<file path="src/rtl/mem_page_reader_if.sv">
// Signal bundle between mem_page_reader, its paged BRAM read port and the
// downstream word consumer.
interface mem_page_reader_if #(
  parameter int RAM_WIDTH = 18,
  parameter int AW        = 10
);
  // Control: ap_start is honoured only while ap_idle; ap_done pulses once per page.
  logic                 ap_start;
  logic [2:0]           bx;
  logic [63:0]          nent_all;
  logic                 ap_idle;
  logic                 ap_done;

  // BRAM read port: one read per cycle with enb high; doutb returns READ_LATENCY cycles later.
  logic [AW-1:0]        addrb;
  logic                 enb;
  logic                 regceb;
  logic                 rstb;
  logic [RAM_WIDTH-1:0] doutb;

  // Stream: a word transfers in every cycle where dout_valid && dout_ready;
  // dout/dout_last hold while dout_valid is high and dout_ready is low.
  logic [RAM_WIDTH-1:0] dout;
  logic                 dout_valid;
  logic                 dout_ready;
  logic                 dout_last;

  logic [2:0]           dbg_state;

  modport master (
    input  ap_start, bx, nent_all, doutb, dout_ready,
    output ap_idle, ap_done, addrb, enb, regceb, rstb,
           dout, dout_valid, dout_last, dbg_state
  );

  modport slave (
    output ap_start, bx, nent_all, doutb, dout_ready,
    input  ap_idle, ap_done, addrb, enb, regceb, rstb,
           dout, dout_valid, dout_last, dbg_state
  );
endinterface

</file>
<file path="src/rtl/mem_page_reader.sv">
// Reads one page of the paged BRAM per start, hides the read latency behind a
// credit-limited FWFT buffer and streams the words out with a last flag.
module mem_page_reader #(
  parameter int RAM_WIDTH    = 18,
  parameter int RAM_DEPTH    = 1024,
  parameter int READ_LATENCY = 2,
  parameter int FIFO_DEPTH   = 4
) (
  input  logic              ap_clk,
  input  logic              ap_rst_n,
  mem_page_reader_if.master bus
);
  localparam int AW         = $clog2(RAM_DEPTH);
  localparam int PAGE_DEPTH = RAM_DEPTH / 8;
  localparam int PW         = AW - 3;
  localparam int CW         = PW + 1;
  localparam int FW         = $clog2(FIFO_DEPTH);
  localparam int QW         = FW + 1;
  localparam int LW         = $clog2(READ_LATENCY + 1);

  typedef enum logic [2:0] {
    S_IDLE  = 3'd0,
    S_LATCH = 3'd1,
    S_ISSUE = 3'd2,
    S_DRAIN = 3'd3,
    S_DONE  = 3'd4
  } state_t;

  state_t                  state;
  logic [2:0]              page;
  logic [CW-1:0]           total;
  logic [CW-1:0]           issued;
  logic [CW-1:0]           pushed;
  logic [CW-1:0]           delivered;
  logic                    enb_q;
  logic [AW-1:0]           addrb_q;
  logic                    ap_idle_q;
  logic                    ap_done_q;
  logic [READ_LATENCY-1:0] tag_sr;

  logic [RAM_WIDTH-1:0]    fifo_data [FIFO_DEPTH];
  logic                    fifo_last [FIFO_DEPTH];
  logic [FW-1:0]           wr_ptr;
  logic [FW-1:0]           rd_ptr;
  logic [QW-1:0]           fifo_count;

  logic                    push;
  logic                    push_last;
  logic                    pop;
  logic                    fifo_empty;
  logic [READ_LATENCY-1:0] tag_next;
  logic [QW-1:0]           count_next;
  logic [LW-1:0]           inflight_next;
  logic                    room;
  logic [7:0]              nent;
  logic [CW-1:0]           total_c;

  // A read tag leaves the shift register in the cycle its data sits on doutb.
  if (READ_LATENCY == 1) begin : g_lat1
    assign tag_next = enb_q;
  end else begin : g_latn
    assign tag_next = {tag_sr[READ_LATENCY-2:0], enb_q};
  end

  assign push       = tag_sr[READ_LATENCY-1];
  assign push_last  = (pushed == total - 1'b1);
  assign fifo_empty = (fifo_count == '0);
  assign pop        = !fifo_empty && bus.dout_ready;
  assign count_next = fifo_count + QW'(push) - QW'(pop);
  assign nent       = bus.nent_all[{page, 3'b000} +: 8];

  // Credits are judged on the post-edge occupancy so the read being decided
  // now is the only one not yet counted.
  always_comb begin
    inflight_next = '0;
    for (int i = 0; i < READ_LATENCY; i++) begin
      inflight_next = inflight_next + LW'(tag_next[i]);
    end
    room = (32'(count_next) + 32'(inflight_next)) < 32'(FIFO_DEPTH);
  end

  always_comb begin
    if (32'(nent) > 32'(PAGE_DEPTH)) total_c = CW'(PAGE_DEPTH);
    else                             total_c = CW'(nent);
  end

  always_ff @(posedge ap_clk) begin
    if (push) begin
      fifo_data[wr_ptr] <= bus.doutb;
      fifo_last[wr_ptr] <= push_last;
    end
  end

  always_ff @(posedge ap_clk) begin
    if (!ap_rst_n) begin
      state      <= S_IDLE;
      page       <= '0;
      total      <= '0;
      issued     <= '0;
      pushed     <= '0;
      delivered  <= '0;
      enb_q      <= 1'b0;
      addrb_q    <= '0;
      ap_idle_q  <= 1'b1;
      ap_done_q  <= 1'b0;
      tag_sr     <= '0;
      wr_ptr     <= '0;
      rd_ptr     <= '0;
      fifo_count <= '0;
    end else begin
      tag_sr     <= tag_next;
      fifo_count <= count_next;
      if (push) begin
        wr_ptr <= wr_ptr + 1'b1;
        pushed <= pushed + 1'b1;
      end
      if (pop) begin
        rd_ptr    <= rd_ptr + 1'b1;
        delivered <= delivered + 1'b1;
      end
      enb_q     <= 1'b0;
      ap_done_q <= 1'b0;
      ap_idle_q <= 1'b0;
      case (state)
        S_IDLE: begin
          if (bus.ap_start) begin
            page  <= bus.bx;
            state <= S_LATCH;
          end else begin
            ap_idle_q <= 1'b1;
          end
        end
        S_LATCH: begin
          total     <= total_c;
          pushed    <= '0;
          delivered <= '0;
          if (total_c == '0) begin
            issued    <= '0;
            ap_done_q <= 1'b1;
            state     <= S_DONE;
          end else begin
            // The buffer is empty here, so the first read needs no credit check.
            enb_q   <= 1'b1;
            addrb_q <= {page, PW'(0)};
            issued  <= CW'(1);
            state   <= (total_c == CW'(1)) ? S_DRAIN : S_ISSUE;
          end
        end
        S_ISSUE: begin
          if (issued < total && room) begin
            enb_q   <= 1'b1;
            addrb_q <= {page, issued[PW-1:0]};
            issued  <= issued + 1'b1;
            if (issued + 1'b1 == total) state <= S_DRAIN;
          end
        end
        S_DRAIN: begin
          if (delivered + CW'(pop) == total) begin
            ap_done_q <= 1'b1;
            state     <= S_DONE;
          end
        end
        S_DONE: begin
          ap_idle_q <= 1'b1;
          state     <= S_IDLE;
        end
        default: begin
          ap_idle_q <= 1'b1;
          state     <= S_IDLE;
        end
      endcase
    end
  end

  assign bus.ap_idle    = ap_idle_q;
  assign bus.ap_done    = ap_done_q;
  assign bus.enb        = enb_q;
  assign bus.addrb      = addrb_q;
  assign bus.regceb     = 1'b1;
  assign bus.rstb       = ~ap_rst_n;
  assign bus.dout_valid = !fifo_empty;
  assign bus.dout       = fifo_empty ? '0 : fifo_data[rd_ptr];
  assign bus.dout_last  = !fifo_empty && fifo_last[rd_ptr];
  assign bus.dbg_state  = state;
endmodule
</file>
<file path="src/flat_wrapper.sv">
// flat-port wrapper written by rule: the top's interface ports become plain ports
module mem_page_reader_flat 
#(
  parameter int RAM_WIDTH    = 18,
  parameter int RAM_DEPTH    = 1024,
  parameter int READ_LATENCY = 2,
  parameter int FIFO_DEPTH   = 4
)
  (ap_clk, ap_rst_n, bus_ap_start, bus_bx, bus_nent_all, bus_doutb, bus_dout_ready, bus_ap_idle, bus_ap_done, bus_addrb, bus_enb, bus_regceb, bus_rstb, bus_dout, bus_dout_valid, bus_dout_last, bus_dbg_state);
  mem_page_reader_if #(.RAM_WIDTH(RAM_WIDTH)) bus_i ();
  input  logic ap_clk;
  input  logic ap_rst_n;
  input wire logic [$bits(bus_i.ap_start)-1:0] bus_ap_start;
  input wire logic [$bits(bus_i.bx)-1:0] bus_bx;
  input wire logic [$bits(bus_i.nent_all)-1:0] bus_nent_all;
  input wire logic [$bits(bus_i.doutb)-1:0] bus_doutb;
  input wire logic [$bits(bus_i.dout_ready)-1:0] bus_dout_ready;
  output wire logic [$bits(bus_i.ap_idle)-1:0] bus_ap_idle;
  output wire logic [$bits(bus_i.ap_done)-1:0] bus_ap_done;
  output wire logic [$bits(bus_i.addrb)-1:0] bus_addrb;
  output wire logic [$bits(bus_i.enb)-1:0] bus_enb;
  output wire logic [$bits(bus_i.regceb)-1:0] bus_regceb;
  output wire logic [$bits(bus_i.rstb)-1:0] bus_rstb;
  output wire logic [$bits(bus_i.dout)-1:0] bus_dout;
  output wire logic [$bits(bus_i.dout_valid)-1:0] bus_dout_valid;
  output wire logic [$bits(bus_i.dout_last)-1:0] bus_dout_last;
  output wire logic [$bits(bus_i.dbg_state)-1:0] bus_dbg_state;
  assign bus_i.ap_start = bus_ap_start;
  assign bus_i.bx = bus_bx;
  assign bus_i.nent_all = bus_nent_all;
  assign bus_i.doutb = bus_doutb;
  assign bus_i.dout_ready = bus_dout_ready;
  assign bus_ap_idle = bus_i.ap_idle;
  assign bus_ap_done = bus_i.ap_done;
  assign bus_addrb = bus_i.addrb;
  assign bus_enb = bus_i.enb;
  assign bus_regceb = bus_i.regceb;
  assign bus_rstb = bus_i.rstb;
  assign bus_dout = bus_i.dout;
  assign bus_dout_valid = bus_i.dout_valid;
  assign bus_dout_last = bus_i.dout_last;
  assign bus_dbg_state = bus_i.dbg_state;
  mem_page_reader #(.RAM_WIDTH(RAM_WIDTH), .RAM_DEPTH(RAM_DEPTH), .READ_LATENCY(READ_LATENCY), .FIFO_DEPTH(FIFO_DEPTH)) u_core (.ap_clk(ap_clk), .ap_rst_n(ap_rst_n), .bus(bus_i));
endmodule
</file>
<file path="config.mk">
export PLATFORM = sky130hd
export DESIGN_NAME = mem_page_reader_flat
export DESIGN_NICKNAME = d
export VERILOG_FILES = /design/src/rtl/mem_page_reader_if.sv /design/src/rtl/mem_page_reader.sv /design/src/flat_wrapper.sv
export SDC_FILE = /design/constraint.sdc
export NUM_CORES = 1
export LEC_CHECK = 0
export ABC_AREA = 1
export BUFFER_PORTS_ARGS = -buffer_cell sky130_fd_sc_hd__buf_4
export CORE_AREA = 2 2 117 119
export CTS_CLUSTER_DIAMETER = 60
export CTS_CLUSTER_SIZE = 28
export DETAILED_ROUTE_END_ITERATION = 10
export DIE_AREA = 0 0 119 121
export PLACE_DENSITY_LB_ADDON = 0.15
export SLEW_MARGIN = 15
export SYNTH_ARGS = -nofsm -noshare
export SYNTH_HDL_FRONTEND = slang
export SYNTH_SLANG_ARGS = --single-unit
export TNS_END_PERCENT = 20
</file>
<file path="constraint.sdc">
create_clock -name ap_clk -period 3.2 [get_ports ap_clk]
set_input_delay 0.32 -clock ap_clk [delete_from_list [all_inputs] [get_ports ap_clk]]
set_output_delay 0.32 -clock ap_clk [all_outputs]
set_load 0.05 [all_outputs]
</file>
=== Word level (Yosys, flattened, before mapping) ===
Memories as Yosys holds them, arrays and structs flattened. A register that Yosys moved wholly into a read port is not among the register bits.
Cells that the tools add are included.

* Flip-flop bits (word level): 60
* Bits in writable memories: 76
* Input bits: 89
* Memories kept: 2

{| class="wikitable"
|+ Memory list
! memory !! depth !! width !! read ports !! clocked after Yosys merged registers in !! write ports !! line !! text
|-
| u_core.fifo_data || 4 || 18 || 1 || 1 || 1 || mem_page_reader.sv:41 || <nowiki>logic [RAM_WIDTH-1:0] fifo_data [FIFO_DEPTH];</nowiki>
|-
| u_core.fifo_last || 4 || 1 || 1 || 1 || 1 || mem_page_reader.sv:42 || <nowiki>logic fifo_last [FIFO_DEPTH];</nowiki>
|}

* Add/sub/neg operators: 11
* Order comparisons: 3
* Equal/unequal tests: 12
* Shift-type cells: 1
* Muxes and demuxes: 29
* Bitwise operators: 1
* Reduce and logical (&&, ||, !) cells: 14

{| class="wikitable"
|+ Operators with widths
! kind !! count
|-
| $shiftx 64x7->8 || 1
|-
| $lt 32x3->1 const B || 1
|-
| $add 8x1->8 const B || 3
|-
| $eq 8x8->1 || 3
|-
| $mux 10 || 2
|-
| $pmux 10 s2 || 1
|-
| $mux 18 || 1
|-
| $mux 8 || 2
|-
| $pmux 8 s2 || 1
|-
| $mux 3 || 5
|-
| $pmux 3 s4 || 1
|-
| $mux 1 || 9
|-
| $add 8x1->8 || 1
|-
| $eq 8x1->1 const B || 1
|-
| $gt 8x8->1 const B || 1
|-
| $logic_not 8->1 || 1
|-
| $lt 8x8->1 || 1
|-
| $mux 2 || 4
|-
| $sub 8x1->8 const B || 1
|-
| $eq 3x2->1 const B || 2
|-
| $logic_not 3->1 || 2
|-
| $ne 2x1->1 const B || 3
|-
| $pmux 1 s2 || 3
|-
| $add 2x1->2 const B || 2
|-
| other kinds (15) || 19
|}

=== Logic depth before layout (Yosys ltp) ===
* Depth after elaboration: 9
* Depth in mapped cells: 17

=== Least setup slack after synthesis ===
No wires, ideal clock.

* Path kind: reg-to-reg
* From: reg u_core.fifo_count[1]
* To: reg u_core.issued[3]
* Setup time: 0.116 ns
* Data arrival time: 2.809 ns
* Required time: 3.084 ns
* Path slack: 0.275 ns
* Stages on the path, launching flop included: 17
* Path buffers: 1
* Cells stage by stage: dfxtp_1 > nor2_1 > nand2_2 > nand2_2 > xor2_1 > ha_1 > inv_1 > fa_1 > xnor2_1 > xor2_1 > o21ai_0 > nor2_1 > nand2_1 > nand2_1 > buf_2 > o21ai_0 > o211a_1

* Longest elaborated chain between the ends: 9
* Elaborated cells on any way between the ends: 10
* Classes of those cells: add/sub: 3; order compare: 1; eq/ne: 1; reduce/logical: 5

{| class="wikitable"
|+ Ends and longest elaborated chain
! item !! line !! text
|-
| start: declaration || mem_page_reader.sv:45 || <nowiki>logic [QW-1:0] fifo_count;</nowiki>
|-
| start signal: assignment || mem_page_reader.sv:112 || <nowiki>fifo_count <= count_next;</nowiki>
|-
| $logic_not 3->1 || mem_page_reader.sv:67 || <nowiki>assign fifo_empty = (fifo_count == '0);</nowiki>
|-
| $logic_not 1->1 || n/a ||
|-
| named net bus_dout_valid || flat_wrapper.sv:25 || <nowiki>output wire logic [$bits(bus_i.dout_valid)-1:0] bus_dout_valid;</nowiki>
|-
| $logic_and 1x1->1 || mem_page_reader.sv:68 || <nowiki>assign pop = !fifo_empty && bus.dout_ready;</nowiki>
|-
| $sub 3x1->3 || mem_page_reader.sv:69 || <nowiki>assign count_next = fifo_count + QW'(push) - QW'(pop);</nowiki>
|-
| $add 3x2->4 || mem_page_reader.sv:79 || <nowiki>room = (32'(count_next) + 32'(inflight_next)) < 32'(FIFO_DEPTH);</nowiki>
|-
| $lt 32x3->1 || mem_page_reader.sv:79 ||
|-
| $logic_and 1x1->1 || mem_page_reader.sv:150 || <nowiki>if (issued < total && room) begin</nowiki>
|-
| $ne 2x1->1 (no source line) || n/a ||
|-
| $reduce_and 2->1 (no source line) || n/a ||
|-
| end signal: assignment || mem_page_reader.sv:153 || <nowiki>issued <= issued + 1'b1;</nowiki>
|-
| end: declaration || mem_page_reader.sv:32 || <nowiki>logic [CW-1:0] issued;</nowiki>
|}

The timed path passes the listed nets, and every way through them passes these cells.
A chain may end at the register's enable or synchronous reset.

=== Worst setup path after layout ===
* From: reg u_core.fifo_count[1]
* To: reg u_core.addrb_q[1] (netlist: u_core.bus.addrb[1])

* Longest elaborated chain between the ends: 9
* Elaborated cells on any way between the ends: 10
* Classes of those cells: add/sub: 3; order compare: 1; eq/ne: 1; reduce/logical: 5

{| class="wikitable"
|+ Ends and longest elaborated chain
! item !! line !! text
|-
| parallel branches: the longest is 3 deep, another holds $add 3x1->3 || n/a ||
|-
| $sub 3x1->3 (*) || mem_page_reader.sv:69 ||
|-
| $add 3x2->4 (*) || mem_page_reader.sv:79 ||
|-
| $lt 32x3->1 (*) || mem_page_reader.sv:79 ||
|-
| $logic_and 1x1->1 (*) || mem_page_reader.sv:150 ||
|-
| $ne 2x1->1 (no source line) (*) || n/a ||
|-
| $reduce_and 3->1 (no source line) (*) || n/a ||
|-
| end signal: assignment || mem_page_reader.sv:144 || <nowiki>addrb_q <= {page, PW'(0)};</nowiki>
|-
| end signal: assignment || mem_page_reader.sv:152 || <nowiki>addrb_q <= {page, issued[PW-1:0]};</nowiki>
|-
| end: declaration || mem_page_reader.sv:36 || <nowiki>logic [AW-1:0] addrb_q;</nowiki>
|}

Every way passes the cells marked *.

==> results.json <==
{
  "dp_hpwl_um": 11100,
  "timing.hold.ws_ps": 95.8,
  "io_pins": 127,
  "drc": 0,
  "area_growth_syn_to_layout_pct": 22.7,
  "ys_ff_latch": 138,
  "crit_chain": "nor2_1, nand2_2, nand2_2, xor2_1, ha_1, inv_1, fa_1, xnor2_1, xor2_1, o21ai_0, nor2_1, nand2_1, nand2_4, clkinv_2, nand2_1, a21oi_1",
  "synthSimpleGateAreaFrac": 0.256,
  "synth_top_family_by_area": "simple AND/OR/NAND/NOR gates",
  "cts_tree": "done",
  "insertion_delay_ps": 420,
  "synth_fa_ha_area_frac": 0.0362,
  "outcome": "finished clean",
  "gr-usage-met1": 0.295,
  "first_global_vias": 5656,
  "ys.flop_type": "edfxtp_1",
  "fin_setup_tns_ps": 0,
  "path_buf_inv": 2,
  "ys_seq_area_frac": 0.494,
  "rsz0062_at_grt": "no",
  "n_antenna_cell": 0,
  "layout_commonest_cell": "nand2_1",
  "synth_edf_count": 76,
  "grtUsageTotal": 0.233,
  "power_w": 0.00741,
  "fin_crit_sh": 0.902,
  "seq_area_um2": 3520,
  "syn_nets": 1016,
  "die_h_um": 121,
  "drv_slew": 0,
  "numCtsBuffers": 17,
  "path_delay_family": "simple AND/OR/NAND/NOR gates",
  "antenna_found_initial": 0,
  "startpoint_type": "flip-flop",
  "worst_setup_path_end_kind": "flip-flop",
  "slowest_delay_ps": 400,
  "drtIter0Drc": 492,
  "vias_per_cell": 5.15,
  "start_util": 0.545,
  "place_inst": 1183,
  "synth_xor_area_frac": 0.0221,
  "yosys_warnings": 0,
  "dieArea_um2": 14400,
  "multi_input_area_um2": 3040,
  "setup_viol": 0,
  "grt_pass1_wl_um": 26700,
  "clkTransAtPathRegs_ps": 60,
  "cts_buffer_depth": 2,
  "grtUsageMet3": 0.0451,
  "cts_setup_buffers": 0,
  "clkSinkCount": 138,
  "critPathKind": "reg -> reg",
  "fin_worst_skew_ps": 6.98,
  "slowest_stage": "fa_1",
  "use_met2": 0.390,
  "nFillCells": 1112,
  "period_needed_ps": 2890,
  "mostFrequentLayoutCells": "206 x nand2_1, 140 x nor2_1, 136 x buf_4, 86 x inv_1, 76 x edfxtp_1",
  "arrival_ps": 3190,
  "p_leak_nw": 3.81,
  "hold_path_class": "in -> reg",
  "wl_per_cell_um": 13.3,
  "htreeDepth": 4,
  "overflow": 0,
  "async_reset_ff_frac": 0,
  "drt-total-wl_um": 16200,
  "synthCells": 907,
  "ant_nets": 0,
  "relSlewSlack": 0.415,
  "design_area_um2": 8740,
  "layout-drive-gt1-share": 0.176,
  "core_um2": 13100,
  "io_buffers": 125,
  "power_density_nw_per_um2": 848,
  "grt_max_degree": 39,
  "placed_area_um2": 8160,
  "synth_cell_types": 38,
  "via_count": 6257,
  "tightest_slew_ps": 876,
  "synth_compound_area_frac": 0.112,
  "layout.cells.non_filler": 1215,
  "avgSynthCellArea_um2": 7.86,
  "fp-row-count": 42,
  "hold_viol": 0,
  "max_freq_mhz": 346,
  "required_ps": 3500,
  "cts_root_buffer": "clkbuf_16",
  "die_width_um": 119,
  "peakVddDrop_mv": 0.615,
  "worstPathMaxFanout": 16,
  "grt-busiest-layer": "met2",
  "final_nets": 1135,
  "syn_area_um2": 7130,
  "routabilityCongestion": 0.860,
  "cap_violations": 0,
  "dr.pass1.iters": 5,
  "muxShareOfSynthArea": 0
}
-- per-layer routing --
metal  vias to the layer above  wire [um]
li1                       3213          -
met1                      2813       7060
met2                       193       7770
met3                        38        846
met4                         0        484
met5                         -          0
-- worst paths after layout --
path / depth (start not counted) / endpoint / slack [ps] / start
worst max-delay path: 16 / u_core.bus.addrb[1] / 310 / u_core.fifo_count[1]
worst min register to register: 2 / u_core.tag_sr[1] / 430 / u_core.tag_sr[0]
worst max register to register: 16 / u_core.bus.addrb[1] / 310 / u_core.fifo_count[1]
worst min-delay path: 1 / u_core.fifo_data[0][3] / 100 / bus_doutb[3]
-- area by class of cell --
class | instances | area share
sequential | 138 | 0.403
multi-input combinational | 637 | 0.348
timing repair buffer | 136 | 0.117
clock buffer | 18 | 0.0491
inverter | 96 | 0.0417
tap | 176 | 0.0252
clock inverter | 14 | 0.0166
-- power by group --
group | leakage, nW | switching (W) | internal, W
Combinational | 2.35 | 0.00221 | 0.00105
Sequential | 1.18 | 0.000213 | 0.00205
Clock | 0.272 | 0.000741 | 0.00115
-- sequential cells by signal, indices dropped and copies added (netlist names), 3 cells and up, named ones only --
name	cells
u_core.delivered	8
u_core.total	8
u_core.bus.dbg_state	3
u_core.fifo_last	4
u_core.fifo_count	3
u_core.fifo_data	72
u_core.issued	8
u_core.page	3
u_core.pushed	8
u_core.bus.addrb	10
-- cell usage after synthesis, types with 4 or more instances --
master    number  share of area
nand2_1      207           0.11
nor3_1         8         0.0056
ha_1          19          0.033
nand4_1        5         0.0044
buf_4          4         0.0042
clkbuf_1      18         0.0095
inv_2          4         0.0021
buf_2          5         0.0035
xnor2_1        4         0.0049
o22ai_1        7         0.0061
nand3_1       73          0.051
edfxtp_1      76           0.32
buf_6          6         0.0095
o21ai_0       66          0.046
a21oi_1       70          0.049
clkinv_1       4         0.0021
xor2_1        14          0.017
o21ai_1        4         0.0028
inv_1         86          0.045
dfxtp_1       62           0.17
nor2_1       140          0.074
-- metrics by stage --
stage / worst slack (ps) / utilization
2_1_floorplan: 275 / -
3_3_place_gp: 402 / 0.624
3_5_place_dp: 330 / 0.624
4_1_cts: 278 / 0.668
5_1_grt: 50.6 / 0.668
6_report: 313 / 0.668
-- repair_timing --
item	in CTS	in global routing
gates resized for setup	0	1
hold buffers	0	0
setup endpoints to repair	0	3
-- cells by family (layout without fill, tap and decap cells) --
family	Yosys count	in the layout
AND/OR/NAND/NOR	445	445
adder cells (fa/ha/maj)	20	20
AO/OA/AOI/OAI	153	153
XOR/XNOR	18	18
flip-flops	138	138
buffers and inverters	132	264
other	1	1
Power figures use the tool's default switching activity.
